### src/rtl/shifter_arbiter.sv
// Round-robin share of one operand/offset shifter between the ALU (req0) and load/store (req1) paths.
// Define SHARB_STATS_EN to add saturating per-requester grant counters (grant_cnt0/1).
module shifter_arbiter #(
  parameter int TAG_W = 4,
  parameter int CNT_W = 16
) (
  input  logic             clk,
  input  logic             reset,
  input  logic             req0_valid,
  output logic             req0_ready,
  input  logic [31:0]      req0_rm,
  input  logic [11:0]      req0_i,
  input  logic [1:0]       req0_am,
  input  logic [TAG_W-1:0] req0_tag,
  input  logic             req1_valid,
  output logic             req1_ready,
  input  logic [31:0]      req1_rm,
  input  logic [11:0]      req1_i,
  input  logic [1:0]       req1_am,
  input  logic [TAG_W-1:0] req1_tag,
  output logic [31:0]      sh_rm,
  output logic [11:0]      sh_i,
  output logic [1:0]       sh_am,
  input  logic [31:0]      sh_n,
`ifdef SHARB_STATS_EN
  output logic [CNT_W-1:0] grant_cnt0,
  output logic [CNT_W-1:0] grant_cnt1,
`endif
  output logic             rsp_valid,
  input  logic             rsp_ready,
  output logic             rsp_id,
  output logic [TAG_W-1:0] rsp_tag,
  output logic [31:0]      rsp_n
);

  // state | meaning
  // EMPTY | response slot free, any request may be granted
  // FULL  | response slot holds a result until rsp_ready
  typedef enum logic {EMPTY, FULL} state_t;

  state_t           state_q, state_d;
  logic             prio_q, prio_d;
  logic             rsp_id_q, rsp_id_d;
  logic [TAG_W-1:0] rsp_tag_q, rsp_tag_d;
  logic [31:0]      rsp_n_q, rsp_n_d;

  logic can_accept;
  logic grant;
  logic grant_id;

  always_comb begin
    can_accept = (state_q == EMPTY) | rsp_ready;
    grant      = 1'b0;
    grant_id   = 1'b0;
    if (can_accept) begin
      if (req0_valid & req1_valid) begin
        grant    = 1'b1;
        grant_id = prio_q;
      end else if (req0_valid) begin
        grant    = 1'b1;
      end else if (req1_valid) begin
        grant    = 1'b1;
        grant_id = 1'b1;
      end
    end
  end

  always_comb begin
    req0_ready = grant & ~grant_id;
    req1_ready = grant & grant_id;
    sh_rm      = '0;
    sh_i       = '0;
    sh_am      = '0;
    if (grant) begin
      sh_rm = grant_id ? req1_rm : req0_rm;
      sh_i  = grant_id ? req1_i  : req0_i;
      sh_am = grant_id ? req1_am : req0_am;
    end
  end

  always_comb begin
    state_d   = state_q;
    prio_d    = prio_q;
    rsp_id_d  = rsp_id_q;
    rsp_tag_d = rsp_tag_q;
    rsp_n_d   = rsp_n_q;
    // A grant in FULL retires the old result and loads the new one on the same edge.
    if (grant) begin
      state_d   = FULL;
      prio_d    = ~grant_id;
      rsp_id_d  = grant_id;
      rsp_tag_d = grant_id ? req1_tag : req0_tag;
      rsp_n_d   = sh_n;
    end else if ((state_q == FULL) && rsp_ready) begin
      state_d = EMPTY;
    end
  end

  always_ff @(posedge clk or posedge reset) begin
    if (reset) begin
      state_q   <= EMPTY;
      prio_q    <= 1'b0;
      rsp_id_q  <= 1'b0;
      rsp_tag_q <= '0;
      rsp_n_q   <= '0;
    end else begin
      state_q   <= state_d;
      prio_q    <= prio_d;
      rsp_id_q  <= rsp_id_d;
      rsp_tag_q <= rsp_tag_d;
      rsp_n_q   <= rsp_n_d;
    end
  end

  assign rsp_valid = (state_q == FULL);
  assign rsp_id    = rsp_id_q;
  assign rsp_tag   = rsp_tag_q;
  assign rsp_n     = rsp_n_q;

`ifdef SHARB_STATS_EN
  logic [CNT_W-1:0] cnt0_q, cnt0_d;
  logic [CNT_W-1:0] cnt1_q, cnt1_d;

  always_comb begin
    cnt0_d = cnt0_q;
    cnt1_d = cnt1_q;
    if (grant & ~grant_id & (cnt0_q != '1)) cnt0_d = cnt0_q + CNT_W'(1);
    if (grant & grant_id & (cnt1_q != '1))  cnt1_d = cnt1_q + CNT_W'(1);
  end

  always_ff @(posedge clk or posedge reset) begin
    if (reset) begin
      cnt0_q <= '0;
      cnt1_q <= '0;
    end else begin
      cnt0_q <= cnt0_d;
      cnt1_q <= cnt1_d;
    end
  end

  assign grant_cnt0 = cnt0_q;
  assign grant_cnt1 = cnt1_q;
`else
  logic [CNT_W-1:0] cnt_unused;
  assign cnt_unused = '0;
`endif

endmodule

### config.mk
export PLATFORM = sky130hd
export DESIGN_NAME = shifter_arbiter
export DESIGN_NICKNAME = d
export VERILOG_FILES = /design/src/rtl/shifter_arbiter.sv
export SDC_FILE = /design/constraint.sdc
export NUM_CORES = 1
export LEC_CHECK = 0
export ABC_AREA = 1
export BUFFER_PORTS_ARGS = -buffer_cell sky130_fd_sc_hd__buf_2
export CORE_AREA = 2 2 86 88
export CTS_CLUSTER_DIAMETER = 80
export CTS_CLUSTER_SIZE = 24
export DETAILED_ROUTE_END_ITERATION = 10
export DIE_AREA = 0 0 88 90
export PLACE_DENSITY = 0.73
export SLEW_MARGIN = 10
export SYNTH_ARGS = -nofsm -noshare
export SYNTH_HDL_FRONTEND = slang
export SYNTH_SLANG_ARGS = --single-unit
### constraint.sdc
create_clock -name clk -period 3.27 [get_ports clk]
set_input_delay 0.654 -clock clk [delete_from_list [all_inputs] [get_ports clk]]
set_output_delay 0.654 -clock clk [all_outputs]
set_load 0.02 [all_outputs]
# After elaboration in Yosys (flattened, before gate mapping)
# Index checks and enable logic that the tools add are counted.
[totals] rom_bits=0 input_bits=137 n_memories=0 latchBits=0 output_inout_bits=86 wordCells=29 ff_bits=39 ramBits=0
[classes] magnitude_cmp=0 reduce_logical=2 eq_ne=0 multipliers=0 shifts=0 muxes=16 n_div=0 n_bitwise=6 add_sub_neg=0
[ops] cell="two-way mux 32 bit" n=2
[ops] cell="two-way mux 12 bit" n=2
[ops] cell="two-way mux 1 bit" n=9
[ops] cell="two-way mux 2 bit" n=2
[ops] cell="two-way mux 4 bit" n=1
[ops] cell="AND 1 bit" n=3
[ops] cell="NOT 1 bit" n=2
[ops] cell="nonzero test 2 bit" n=1
[ops] cell="logical AND 1 bit" n=1
[ops] cell="OR 1 bit" n=1

# Logic depth before layout (Yosys ltp)
[depth] ltp_word=6 depth_mapped=8 ltp_nobuf=7

# Least setup slack after synthesis
# OpenSTA, ideal clock, no wires.
[synth_path] kind="input to output" from="in rsp_ready" to="out sh_i[10]" required_ns=2.616 path_buffers=1 setup_slack_ns=1.177 arrival_ns=1.439 stages=6 path_cell_list="inv_1 -> nand2_1 -> nand3_1 -> clkbuf_1 -> nand3_1 -> nand2_1"
[synth_between] elab_chain_cells=4 elab_cells_between_ends=5
[synth_rtl] item="start: declaration" line="30" text="input logic rsp_ready,"
[synth_rtl] item="OR 1 bit (*)" line="52" text="can_accept = (state_q == EMPTY) | rsp_ready;"
[synth_rtl] item="two-way mux 1 bit" line="55" text="if (can_accept) begin"
[synth_rtl] item="two-way mux 12 bit" line="76" text="sh_i = grant_id ? req1_i : req0_i;"
[synth_rtl] item="two-way mux 12 bit (*)" line="74" text="if (grant) begin"
[synth_rtl] item="end: declaration" line="22" text="output logic [11:0] sh_i,"
# Mark *: on every way between the ends. The rest lies on a longest branch, timed or not.

# Final worst setup path
[layout_path] from="in req0_valid" to="out sh_rm[20]"
[layout_between] elab_chain_cells=5 elab_cells_between_ends=9
[layout_rtl] item="start: declaration" line="9" text="input logic req0_valid,"
[layout_rtl] item="two-way mux 1 bit or AND 1 bit (tied branches)" line="59, 56"
[layout_rtl] item="two-way mux 1 bit" line="56" text="if (req0_valid & req1_valid) begin"
[layout_rtl] item="two-way mux 1 bit" line="55"
[layout_rtl] item="two-way mux 32 bit" line="75" text="sh_rm = grant_id ? req1_rm : req0_rm;"
[layout_rtl] item="two-way mux 32 bit (*)" line="74"
[layout_rtl] item="end: declaration" line="21" text="output logic [31:0] sh_rm,"
# Marks and branches as above.

==> results.py <==
metrics = {
    "run_status": {
        "status": "completed",
    },
    "clock_tree": {
        "cts_max_level": 2,
        "cts_buffers": 5,
        "clk_pin_slew_ns": 0.08,
        "cts_setup_buffers": 0,
        "cts_buffer_depth": 2,
        "root_buffer": "clkbuf_8",
        "cts_tree": "done",
        "holdBufCountCts": 0,
        "cts.sinks": 39,
        "ctsResizeCount": 0,
        "insertion_delay_ns": 0.28,
    },
    "power": {
        "p_sw_mw": 0.566,
        "p_per_area_nw_per_um2": 438,
        "comb_power_share_pct": 37.3,
        "switching_share_pct": 36.6,
        "seqPwrFrac_pct": 37.2,
        "leakagePower_nw": 2.30,
        "pwr-share-clk_pct": 25.5,
        "vdd_drop_max_mv": 0.162,
        "p_int_mw": 0.980,
        "finalPower_mw": 1.55,
    },
    "worst_hold_path": {
        "hp-class": "primary input to asynchronous set/reset pin",
    },
    "critical_path": {
        "startpoint": "req0_valid",
        "cp-endpoint": "sh_rm[20]",
        "critPathKind": "primary input to primary output",
        "r2r_start": "rsp_valid",
        "cp.arrival_ns": 1.91,
        "ff2ff_path_depth": 7,
        "reg2reg_to": "rsp_tag[0]",
        "worstPathRequired_ns": 2.62,
        "path_max_fanout": 32,
        "startpoint_type": "primary input",
        "endpoint_kind": "primary output",
        "ff2ff_setup_slack_ns": 1.42,
    },
    "synthesis": {
        "syn_avg_cell_area_um2": 6.57,
        "syn_area_um2": 2240,
        "yosysSeqAreaShare_pct": 43.6,
        "synth_cell_types": 12,
        "synthSimpleGateAreaFrac_pct": 47.9,
        "synth_top_family_by_area": "simple AND/OR/NAND/NOR gates",
        "synth_fa_ha_area_share_pct": 0,
        "synthMuxAreaShare_pct": 0,
        "syn_nets": 478,
        "yosys_warnings": 0,
        "synth-xor-area-share_pct": 0,
        "synth-compound-area-share_pct": 0.223,
        "synth-seq-cells": 39,
        "netlist_instances": 341,
    },
    "sta": {
        "rsz0062_at_grt": "no",
        "period_share_pct": 78.3,
        "setup_tns_ns": 0,
        "slew_viol_final": 0,
        "finClkSkew_ns": 0.00427,
        "setup_viol": 0,
        "timing.slew.headroom_pct": 60.3,
        "hold_viol_final": 0,
        "hold_ws_ns": 0.466,
        "max_freq_ghz": 0.390,
        "worstMarginPinSlew_ns": 0.595,
        "setup_slack_ns": 0.708,
        "final.min_clock_period_ns": 2.56,
    },
    "place": {
        "numPortBuffers": 222,
        "gp_congestion": 0.840,
        "pre_cts_ws_ns": 0.673,
        "dp_hpwl_mm": 6.12,
    },
    "global_routing": {
        "grt_pass1_vias": 2705,
        "top_usage_layer": "met2",
        "grt_max_degree": 46,
        "grt_pass1_wl_mm": 12.2,
        "antenna_found_initial": 0,
        "grt-ovfl-total": 0,
        "grtUsageMet1_pct": 24.2,
        "grt_usage_pct": 19.0,
        "met3_usage_pct": 4.22,
        "gr-usage-met2_pct": 31.0,
    },
    "cells_and_area": {
        "final_common_cell": "buf_2",
        "layout-drive-gt1-share_pct": 43.2,
        "syn2layout_area_growth_pct": 57.5,
        "diodes": 0,
        "nets": 691,
        "final_cell_mix": "buf_2, nand2_1, nand3_1, dfrtp_1, inv_1",
    },
    "drt": {
        "dr_total_vias": 2923,
        "wl_per_cell_um": 11.7,
        "viasPerCell": 4.47,
        "wirelength_mm": 7.68,
        "final_antenna_net_count": 0,
        "drcViolationCount": 0,
        "drt_pass1_iterations": 4,
        "drt_iter0_markers": 115,
    },
    "floorplanning": {
        "die_y_um": 90,
        "pin_count": 223,
        "core_um2": 7020,
        "die_area_um2": 7920,
        "initial_core_util_pct": 31.9,
        "die_x_um": 88,
        "rows": 31,
    },
    "flow_run": {
        "maxCapViolCount": 0,
    },
}
-- routing by layer --
metal / wire, um / up-vias
met5: 0 / -
met3: 684 / 21
li1: - / 1469
met4: 206 / 0
met2: 3650 / 152
met1: 3150 / 1281
-- worst max-delay path, cell delays in order --
cell and delay (ns):
buf_2 0.11, nand2_1 0.11, nand2_1 0.14, nor2_4 0.34, buf_12 0.23, nand2_1 0.07, nand2_1 0.07, buf_2 0.16
-- registers in the layout, indices dropped and copies added, names as in the netlist --
signal and flops:
rsp_id 1, rsp_n 32, prio_q 1, rsp_valid 1, rsp_tag 4
-- cell usage after synthesis --
| master | instances | area share (%) |
|---|---|---|
| buf_2 | 11 | 2.5 |
| buf_4 | 4 | 1.3 |
| buf_6 | 4 | 2.0 |
| clkbuf_1 | 3 | 0.50 |
| dfrtp_1 | 39 | 44 |
| inv_1 | 11 | 1.8 |
| inv_2 | 1 | 0.17 |
| nand2_1 | 206 | 35 |
| nand3_1 | 51 | 11 |
| nor2_1 | 9 | 1.5 |
| nor2_4 | 1 | 0.50 |
| o21ai_0 | 1 | 0.22 |
-- power by group through the flow --
stage | sequential [mW] | combinational (mW) | clock (mW)
final | 0.575 | 0.576 | 0.395
after global routing | 0.582 | 0.637 | 0.428
after CTS | 0.575 | 0.584 | 0.409
after detailed placement | 0.584 | 0.582 | 0
after global placement | 0.583 | 0.574 | 0
after floorplan | 0.663 | 0.265 | 0
-- area by class of cell --
cell class              count  area [um2]
multi-input cells         268        1090
fillers                   700        3490
clock inverters             3        43.8
inverters                  12        45.0
flip-flops and latches     39         976
well taps                  99         124
clock buffers               5        68.8
repair buffers            228        1180
-- metrics by stage --
| stage | utilization [%] | area, um2 | std cells |
|---|---|---|---|
| 2_1_floorplan | - | 2240 | 341 |
| 3_3_place_gp | 48.7 | 3420 | 646 |
| 3_5_place_dp | 48.7 | 3420 | 646 |
| 4_1_cts | 50.3 | 3530 | 654 |
| 5_1_grt | 50.3 | 3530 | 654 |
| 6_report | 50.3 | 3530 | 654 |
-- cells by family after synthesis --
group | Yosys count
compound gates | 1
flops | 39
simple gates | 267
buf+inv | 34
-- how the worst min path moves through the flow --
| stage | startpoint | to | depth (start not counted) |
|---|---|---|---|
| final | reset | rsp_n[2] | 3 |
| after detailed placement | rsp_n[14] | rsp_n[14] | 2 |
| after CTS | rsp_n[6] | rsp_n[6] | 2 |
| after global placement | rsp_n[1] | rsp_n[1] | 2 |
| after global routing | rsp_n[17] | rsp_n[17] | 2 |
| after floorplan | prio_q | prio_q | 2 |
Power figures use the tool's default switching activity.
